===== src/rtl/led_bank_arbiter.sv =====
// ----------------------------------------------------------------------------
// led_bank_arbiter
//
// Shares one 8-bit active-low LED bank between NREQ pattern generators.
// Ownership is granted round-robin with a minimum hold time so a displayed
// pattern stays readable. A PWM brightness stage gates the owner's pattern.
// The final LED drive is a flop so it can be packed into I/O registers.
//
// Parameters
//   NREQ       number of requesters (2..8)
//   HOLD       minimum ownership in cycles before a competitor may preempt
//   PWM_DIV_W  log2 of the PWM slot length; the PWM period is 8 slots
//
// Ports
//   clk_125mhz  in   system clock, rising edge
//   rst_n       in   asynchronous active-low reset
//   req         in   [NREQ]    level-sensitive ownership requests
//   led_data    in   [8*NREQ]  active-high pattern of requester i at [8*i +: 8]
//   brightness  in   [3]       duty setting, on-time is (brightness+1)/8
//   grant       out  [NREQ]    one-hot owner, all zero when idle
//   busy        out            high whenever grant is nonzero
//   led_n       out  [8]       active-low LED drive
// ----------------------------------------------------------------------------
module led_bank_arbiter #(
    parameter int NREQ      = 3,
    parameter int HOLD      = 1024,
    parameter int PWM_DIV_W = 4
) (
    input  logic                clk_125mhz,
    input  logic                rst_n,
    input  logic [NREQ-1:0]     req,
    input  logic [8*NREQ-1:0]   led_data,
    input  logic [2:0]          brightness,
    output logic [NREQ-1:0]     grant,
    output logic                busy,
    output logic [7:0]          led_n
);

    localparam int IDX_W  = (NREQ > 1) ? $clog2(NREQ) : 1;
    localparam int HOLD_W = (HOLD > 1) ? $clog2(HOLD) : 1;
    localparam int PWM_W  = 3 + PWM_DIV_W;

    localparam logic [HOLD_W-1:0] HOLD_LOAD = HOLD_W'(HOLD - 1);
    localparam logic [HOLD_W-1:0] HOLD_ZERO = {HOLD_W{1'b0}};
    localparam logic [HOLD_W-1:0] HOLD_ONE  = HOLD_W'(1);
    localparam logic [IDX_W-1:0]  LAST_RST  = IDX_W'(NREQ - 1);
    localparam logic [NREQ-1:0]   GRANT_0   = {NREQ{1'b0}};
    localparam logic [PWM_W-1:0]  PWM_ONE   = PWM_W'(1);

    typedef enum logic [0:0] {
        ST_IDLE = 1'b0,
        ST_OWN  = 1'b1
    } state_e;

    state_e             state_q;
    logic [NREQ-1:0]    grant_q;
    logic               busy_q;
    logic [IDX_W-1:0]   last_q;
    logic [HOLD_W-1:0]  hold_q;
    logic [PWM_W-1:0]   pwm_cnt_q;
    logic [7:0]         led_n_q;
    logic [7:0]         led_n_d;

    logic               pick_vld_s;
    logic [IDX_W-1:0]   pick_idx_s;
    int                 rr_cand_s;
    logic               owner_req_s;
    logic               other_pend_s;
    logic [7:0]         pat_s;
    logic               pwm_on_s;

    // One-hot encode a requester index.
    function automatic logic [NREQ-1:0] onehot(input logic [IDX_W-1:0] idx);
        logic [NREQ-1:0] v;
        v = {NREQ{1'b0}};
        for (int i = 0; i < NREQ; i++) begin
            if (IDX_W'(i) == idx) begin
                v[i] = 1'b1;
            end else begin
                v[i] = 1'b0;
            end
        end
        return v;
    endfunction

    // Round-robin pick: walk from the farthest candidate (last owner itself)
    // down to last+1, so the nearest requester after the last owner wins and
    // the last owner is only chosen when nobody else is asking.
    always_comb begin
        pick_vld_s = 1'b0;
        pick_idx_s = last_q;
        rr_cand_s  = 0;
        for (int k = NREQ; k >= 1; k--) begin
            rr_cand_s = (int'(last_q) + k) % NREQ;
            if (req[rr_cand_s]) begin
                pick_vld_s = 1'b1;
                pick_idx_s = IDX_W'(rr_cand_s);
            end else begin
                pick_vld_s = pick_vld_s;
            end
        end
    end

    // Owner status and competitor detection against the registered grant.
    always_comb begin
        owner_req_s  = |(req & grant_q);
        other_pend_s = |(req & ~grant_q);
    end

    // Select the owner's pattern; grant is one-hot so an OR-mux suffices.
    always_comb begin
        pat_s = 8'h00;
        for (int i = 0; i < NREQ; i++) begin
            if (grant_q[i]) begin
                pat_s = pat_s | led_data[8*i +: 8];
            end else begin
                pat_s = pat_s;
            end
        end
    end

    // PWM gate and next LED drive; dark whenever nobody owns the bank.
    always_comb begin
        pwm_on_s = (pwm_cnt_q[PWM_W-1 -: 3] <= brightness);
        if (busy_q) begin
            led_n_d = ~(pat_s & {8{pwm_on_s}});
        end else begin
            led_n_d = 8'hFF;
        end
    end

    // Ownership state machine: grant, busy, last owner and hold counter.
    always_ff @(posedge clk_125mhz or negedge rst_n) begin
        if (!rst_n) begin
            state_q <= ST_IDLE;
            grant_q <= GRANT_0;
            busy_q  <= 1'b0;
            last_q  <= LAST_RST;
            hold_q  <= HOLD_ZERO;
        end else begin
            case (state_q)
                ST_IDLE: begin
                    if (pick_vld_s) begin
                        state_q <= ST_OWN;
                        grant_q <= onehot(pick_idx_s);
                        busy_q  <= 1'b1;
                        last_q  <= pick_idx_s;
                        hold_q  <= HOLD_LOAD;
                    end else begin
                        state_q <= ST_IDLE;
                        grant_q <= GRANT_0;
                        busy_q  <= 1'b0;
                        hold_q  <= HOLD_ZERO;
                    end
                end
                ST_OWN: begin
                    if (!owner_req_s) begin
                        // Owner let go: hand over regardless of hold time.
                        if (pick_vld_s) begin
                            grant_q <= onehot(pick_idx_s);
                            busy_q  <= 1'b1;
                            last_q  <= pick_idx_s;
                            hold_q  <= HOLD_LOAD;
                        end else begin
                            state_q <= ST_IDLE;
                            grant_q <= GRANT_0;
                            busy_q  <= 1'b0;
                            hold_q  <= HOLD_ZERO;
                        end
                    end else if ((hold_q == HOLD_ZERO) && other_pend_s) begin
                        // Hold expired with a competitor waiting. The owner is
                        // last in the search, so the pick is the competitor.
                        grant_q <= onehot(pick_idx_s);
                        busy_q  <= 1'b1;
                        last_q  <= pick_idx_s;
                        hold_q  <= HOLD_LOAD;
                    end else if (hold_q == HOLD_ZERO) begin
                        // Sit at zero so a later competitor preempts at once.
                        hold_q <= HOLD_ZERO;
                    end else begin
                        hold_q <= hold_q - HOLD_ONE;
                    end
                end
                default: begin
                    state_q <= ST_IDLE;
                    grant_q <= GRANT_0;
                    busy_q  <= 1'b0;
                    last_q  <= LAST_RST;
                    hold_q  <= HOLD_ZERO;
                end
            endcase
        end
    end

    // Free-running PWM counter; wraps naturally at 8 slots.
    always_ff @(posedge clk_125mhz or negedge rst_n) begin
        if (!rst_n) begin
            pwm_cnt_q <= {PWM_W{1'b0}};
        end else begin
            pwm_cnt_q <= pwm_cnt_q + PWM_ONE;
        end
    end

    // LED output register, intended for placement at the pins.
    always_ff @(posedge clk_125mhz or negedge rst_n) begin
        if (!rst_n) begin
            led_n_q <= 8'hFF;
        end else begin
            led_n_q <= led_n_d;
        end
    end

    assign grant = grant_q;
    assign busy  = busy_q;
    assign led_n = led_n_q;

endmodule


===== config.mk =====
export PLATFORM = sky130hd
export DESIGN_NAME = led_bank_arbiter
export DESIGN_NICKNAME = d
export VERILOG_FILES = /design/src/rtl/led_bank_arbiter.sv
export SDC_FILE = /design/constraint.sdc
export NUM_CORES = 1
export LEC_CHECK = 0
export ABC_AREA = 1
export BUFFER_PORTS_ARGS = -buffer_cell sky130_fd_sc_hd__buf_2
export CORE_ASPECT_RATIO = 0.5
export CORE_MARGIN = 2
export CORE_UTILIZATION = 30
export DETAILED_ROUTE_END_ITERATION = 16
export PLACE_DENSITY = 0.47
export SYNTH_ARGS = -nofsm -noshare
export SYNTH_HDL_FRONTEND = slang
export SYNTH_SLANG_ARGS = --single-unit

===== constraint.sdc =====
create_clock -name clk_125mhz -period 2.2 [get_ports clk_125mhz]
set_input_delay 0.11 -clock clk_125mhz [delete_from_list [all_inputs] [get_ports clk_125mhz]]
set_output_delay 0.11 -clock clk_125mhz [all_outputs]
set_load 0.01 [all_outputs]

==> results.py, run 1 <==
metrics = {
    "die": {
        "initial_core_util_pct": 31.6,
        "die_area_sq_mm": 0.00718,
        "fp.dieW_um": 118,
        "fp-row-count": 20,
        "ios": 44,
        "die_h_um": 60.9,
        "core_sq_mm": 0.00616,
    },
    "synth": {
        "synth_most_common_cell": "nand2_1",
        "synth_top_area_share_pct": 29.6,
        "synth-edff-count": 0,
        "synthCells": 251,
        "syn_area_per_cell_sq_um": 7.75,
        "syn_area_sq_mm": 0.00195,
        "yosysTopAreaCell": "dfrtp_1",
        "synth_top_flop_cell": "dfrtp_1",
        "ys_warn_count": 0,
        "synth_area_leaders": "dfrtp_1 (30%), nand2_1 (15%), dfstp_2 (12%)",
        "ys_async_sr_fraction_pct": 100,
        "yosysSeqAreaShare_pct": 41.7,
        "ys_types": 29,
        "synthTopCellsByCount": "nand2_1 (77), inv_1 (26), nand3_1 (24), dfrtp_1 (23), nor2_1 (20)",
        "synth_fp_nets": 292,
        "synth-seq-cells": 32,
    },
    "finish": {
        "drive_above_1_share_pct": 27.2,
        "finalNonFillerCells": 389,
        "num_antenna_cells": 0,
        "nets": 341,
        "syn_to_final_growth_pct": 25.1,
    },
    "placed_design": {
        "io_buffers": 43,
        "gp_congestion": 0.852,
        "dpl.hpwl_um": 3260,
        "dp_cells": 380,
    },
    "setup_path": {
        "path_buf_inv": 1,
        "slowest_stage": "dfstp_2",
        "cpPeakStageDelay_ns": 0.55,
        "start_kind": "flip-flop",
        "crit_family": "flip-flops",
        "worstSetupStartpoint": "last_q[1]",
        "cpMostUsedCell": "nand2_1",
        "cp_max_fo": 6,
        "crit_type": "flip-flop to flip-flop",
        "crit_path_cell_trace": "ha_1, inv_2, nand2_1, nand3b_1, nand2_2, a21oi_1, nand2_1, o21ai_1, nand3_1, nand2_1",
        "reg2reg_from": "last_q[1]",
        "end_kind": "flip-flop",
        "cp.arrival_ns": 2.16,
        "worst-endpoint-required_ns": 2.41,
    },
    "timing": {
        "period_share_pct": 88.6,
        "fmax_ghz": 0.513,
        "fin_skew_ns": 0.00476,
        "final-setup-viol-count": 0,
        "worstMarginPinSlew_ns": 0.714,
        "hold_violations": 0,
        "tns_ns": 0,
        "relSlewSlack_pct": 52.4,
        "fin_crit_ns": 1.95,
        "rsz0062_at_grt": "false",
        "slew_violations": 0,
    },
    "cts": {
        "root_buffer": "clkbuf_16",
        "clkLatencyLatePin_ns": 0.27,
        "clk_pin_slew_ns": 0.05,
        "h-tree-depth": 2,
        "tritoncts": "built",
        "cts_buffer_depth": 2,
        "cts.sinks": 32,
        "cts_resized": 0,
        "cts_buffers": 5,
        "cts_setup_buffers": 0,
    },
    "drt": {
        "num_vias": 1678,
        "avgRoutedWirePerCell_um": 11.2,
        "routed_wl_um": 4340,
        "drt-vias-per-instance": 4.31,
        "drt_iter0_drc": 61,
        "dr.pass1.iters": 4,
        "detail-route-antenna-nets": 0,
        "post-route-drc-count": 0,
    },
    "hold_path": {
        "worstHoldStart": "led_data[0]",
        "hold_path_class": "input pin to flip-flop",
    },
    "global_routing": {
        "grt_overflow": 0,
        "grt_pass1_vias": 1540,
        "grt_pass1_wl_um": 7170,
        "grt_usage_pct": 12.9,
        "grt_max_degree": 33,
        "antenna_found_initial": 0,
    },
    "flow_run": {
        "drv_cap": 0,
    },
    "power": {
        "peakVddDrop_uv": 454,
        "power.leakage_nw": 1.21,
        "cellPowerDensity_mw_per_mm2": 1230,
    },
    "outcome": {
        "status": "completed",
    },
}
## layout by cell type, fill, tap and decap left out, types with 2 or more instances in the layout
cell,count
o21ai_0,2
clkbuf_16,5
nand2_1,77
buf_4,2
nand2_2,5
dfstp_2,9
nand3_2,3
nor2_2,2
dfrtp_1,23
buf_2,43
nor2_1,20
nand3_1,24
o21ai_1,3
xnor2_1,4
xor2_1,7
ha_1,9
inv_1,26
nand3b_1,2
inv_2,6
a21oi_1,15
## area by class of cell
class                           count  area [sq um]
Timing Repair Buffer               46           240
Inverter                           32           120
Clock inverter                      2          35.0
Tap cell                           88           110
Sequential cell                    32           812
Clock buffer                        6           129
Multi-Input combinational cell    183           987
Fill cell                         659          3720
## final timing paths
| path | slack, ns | endpoint | depth (start not counted) |
|---|---|---|---|
| worst max-delay path | 0.25 | grant[2] | 10 |
| worst min-delay path | 0.06 | led_n[0] | 4 |
| worst max register to register | 0.25 | grant[2] | 10 |
| worst min register to register | 0.45 | pwm_cnt_q[0] | 1 |
| max in group asynchronous | 1.31 | hold_q[4] | 2 |
| min in group asynchronous | 0.42 | busy | 2 |
## what timing repair did
action / 4_1_cts / 5_1_grt
setup endpoints to repair: 0 / 0
endpoints found under the hold margin: 23 / 0
hold buffers: 1 / 0
## stage by stage
step / setup slack, ns / total power [W] / util [%] / area [sq um] / hold slack [ns]
after floorplan: 0.462 / 0.00190 / - / 1950 / -0.186
after global placement: 0.327 / 0.00224 / 36.7 / 2260 / 0.213
after detailed placement: 0.318 / 0.00223 / 36.7 / 2260 / 0.221
after CTS: 0.252 / 0.00304 / 39.5 / 2430 / 0.0565
after global routing: 0.101 / 0.00326 / 39.5 / 2430 / 0.0692
final: 0.251 / 0.00299 / 39.5 / 2430 / 0.0614
## logic make-up (layout without fill, tap and decap cells)
| logic type | count (synthesis) | count (layout) | synth area share, % |
|---|---|---|---|
| XOR/XNOR | 11 | 11 | 4.95 |
| buffers and inverters | 36 | 86 | 7.52 |
| flip-flops | 32 | 32 | 41.7 |
| adder cells (fa/ha/maj) | 9 | 9 | 5.79 |
| AND/OR/NAND/NOR | 137 | 137 | 31.4 |
| AO/OA/AOI/OAI | 26 | 26 | 8.55 |
## worst register-to-register path, stage by stage (launching register included)
cell,delay [ns]
dfstp_2,0.55
ha_1,0.30
inv_2,0.12
nand2_1,0.06
nand3b_1,0.09
nand2_2,0.11
a21oi_1,0.20
nand2_1,0.08
o21ai_1,0.18
nand3_1,0.12
nand2_1,0.07
## layer usage
metal / part of all wire, % / global-route usage [%] / up-vias
met1: 50 / 16.9 / 750
met5: 0 / 0 / -
met3: 3.7 / 3.48 / 4
met2: 45 / 20.9 / 30
met4: 1.2 / 5.16 / 0
li1: - / - / 894
## where the power goes
group	total [W]	leakage [nW]	internal, W	switching, W
combinational	0.00130	0.780	0.000477	0.000824
sequential	0.000921	0.346	0.000782	0.000139
clock	0.000770	0.0808	0.000532	0.000238
total	0.00299	1.21	0.00179	0.00120
## state kept, by name (all words and copies together), names as in the netlist
register,count
pwm_cnt_q,7
grant,3
hold_q,10
last_q,2
led_n,8
state_q,1
busy,1
No activity file was read; power rests on OpenSTA's default activity.
==> inputs of run 2 (changes only) <==
--- a/config.mk
+++ b/config.mk
@@ -9,9 +9,9 @@
 export BUFFER_PORTS_ARGS = -buffer_cell sky130_fd_sc_hd__buf_2
 export CORE_ASPECT_RATIO = 0.5
 export CORE_MARGIN = 2
-export CORE_UTILIZATION = 30
+export CORE_UTILIZATION = 40
 export DETAILED_ROUTE_END_ITERATION = 16
-export PLACE_DENSITY = 0.47
+export PLACE_DENSITY = 0.6
 export SYNTH_ARGS = -nofsm -noshare
 export SYNTH_HDL_FRONTEND = slang
 export SYNTH_SLANG_ARGS = --single-unit
==> run 2 against run 1 <==
Worst hold slack worse by 0.012 ns. Clock skew about the same. Register-to-register slack better by 0.03 ns. Worst setup slack better by 0.029 ns. Via count grew 1.2%. Critical path type unchanged. Largest cell class unchanged.
==> results.py, run 2 (same netlist as run 1, synthesis figures left out) <==
metrics = {
    "outcome": {
        "status": "completed",
    },
    "finish": {
        "drive_above_1_share_pct": 27.3,
        "final_common_cell": "nand2_1",
        "num_antenna_cells": 0,
        "max_flop_register": "hold_q",
        "largest_reg_flops": 10,
        "nets": 340,
        "layout_common_cells": "nand2_1 (77), buf_2 (43), inv_1 (26)",
        "syn_to_final_growth_pct": 21.4,
    },
    "placed_design": {
        "gp_congestion": 1.07,
        "io_buffers": 43,
        "dpl.hpwl_um": 3040,
    },
    "drt": {
        "drt-vias-per-instance": 4.64,
        "post-route-drc-count": 0,
        "drt_iter0_drc": 39,
        "routed_wl_um": 4040,
        "avgRoutedWirePerCell_um": 11.0,
        "detail-route-antenna-nets": 0,
        "num_vias": 1698,
        "dr.pass1.iters": 4,
    },
    "power": {
        "power_frac_seq_pct": 32.6,
        "p_sw_w": 0.00117,
        "clkPwrFrac_pct": 22.3,
        "switching_share_pct": 41.5,
        "p_int_w": 0.00165,
        "finalPower_w": 0.00282,
        "cellPowerDensity_mw_per_mm2": 1190,
        "peakVddDrop_uv": 495,
        "power.leakage_nw": 1.19,
        "power_frac_comb_pct": 45.1,
    },
    "cts": {
        "cts_buffers": 5,
        "root_buffer": "clkbuf_8",
        "cts.sinks": 32,
        "clkLatencyLatePin_ns": 0.29,
        "clk_pin_slew_ns": 0.07,
        "cts_buffer_depth": 2,
        "h-tree-depth": 2,
        "tritoncts": "built",
        "cts_setup_buffers": 0,
    },
    "setup_path": {
        "reg2reg_depth": 11,
        "worst-endpoint-required_ns": 2.38,
        "ff2ff_setup_slack_ns": 0.28,
        "cp.arrival_ns": 2.10,
        "cp_max_fo": 10,
        "crit_type": "flip-flop to flip-flop",
        "start_kind": "flip-flop",
        "end_kind": "flip-flop",
    },
    "timing": {
        "period_share_pct": 87.2,
        "fmax_ghz": 0.521,
        "hold_violations": 0,
        "final-setup-viol-count": 0,
        "slew_violations": 0,
        "tns_ns": 0,
        "fin_skew_ns": 0.00454,
        "rsz0062_at_grt": "false",
        "fin_crit_ns": 1.92,
        "relSlewSlack_pct": 52.3,
        "worstMarginPinSlew_ns": 0.716,
    },
    "flow_run": {
        "drv_cap": 0,
    },
    "global_routing": {
        "grt_overflow": 0,
        "grt_max_degree": 33,
        "grt_usage_pct": 16.8,
        "grt_pass1_wl_um": 6890,
        "grt_pass1_vias": 1567,
        "antenna_found_initial": 0,
    },
    "die": {
        "core_sq_mm": 0.00453,
        "die_h_um": 53.3,
        "ios": 44,
        "fp-row-count": 17,
        "initial_core_util_pct": 42.9,
        "fp.dieW_um": 103,
        "die_area_sq_mm": 0.00547,
    },
    "hold_path": {
        "hold_path_class": "input pin to flip-flop",
        "worstHoldPathCells": 4,
    },
}
-- run 2: worst max-delay path: stages, from the launching register on --
cell and delay (ns):
dfrtp_1 0.39, inv_1 0.09, ha_1 0.38, inv_2 0.12, nand2_1 0.06, nand3b_1 0.09, nand2_2 0.11, nor3_4 0.23
buf_4 0.20, inv_2 0.04, nand2_1 0.06, inv_1 0.04
-- run 2: cell type report --
class | instances | area [sq um]
Clock buffer | 7 | 96.3
Clock inverter | 1 | 30.0
Fill cell | 434 | 2170
Inverter | 32 | 120
Multi-Input combinational cell | 183 | 987
Sequential cell | 32 | 812
Tap cell | 66 | 82.6
Timing Repair Buffer | 45 | 233
-- run 2: repair_timing --
| item | CTS | global route |
|---|---|---|
| hold buffers | 1 | 0 |
| resized for setup | 0 | 0 |
| endpoints found under the hold margin | 23 | 0 |
-- run 2: worst paths after layout --
kind	startpoint	endpoint
worst min-delay path	led_data[4]	led_n[4]
worst max register to register	last_q[0]	hold_q[9]
min in group asynchronous	rst_n	last_q[0]
worst min register to register	pwm_cnt_q[0]	pwm_cnt_q[0]
max in group asynchronous	rst_n	hold_q[5]
worst max-delay path	last_q[0]	hold_q[9]
-- run 2: power by group through the flow --
stage	Sequential [W]	Clock (W)	Combinational, W
3_5_place_dp	0.000934	0	0.00127
4_1_cts	0.000924	0.000637	0.00128
5_1_grt	0.000951	0.000666	0.00146
3_3_place_gp	0.000925	0	0.00127
6_report	0.000920	0.000629	0.00127
2_1_floorplan	0.000904	0	0.000992
-- run 2: layer usage --
| layer | GRT usage [%] | part of all wire, % | vias up |
|---|---|---|---|
| met5 | 0 | 0 | - |
| met4 | 6.67 | 1.2 | 0 |
| met3 | 3.96 | 4.6 | 7 |
| met2 | 27.2 | 44 | 39 |
| met1 | 21.8 | 50 | 765 |
| li1 | - | - | 887 |
-- run 2: per-stage QoR --
stage	cell area, sq um	util, %	hold slack [ns]	instances	setup slack (ns)
6_report	2360	52.1	0.0489	366	0.281
5_1_grt	2360	52.1	0.0539	366	0.109
4_1_cts	2360	52.1	0.0423	366	0.271
3_5_place_dp	2220	49.1	0.218	357	0.281
3_3_place_gp	2220	49.1	0.202	357	0.354
2_1_floorplan	1950	-	-0.186	251	0.462
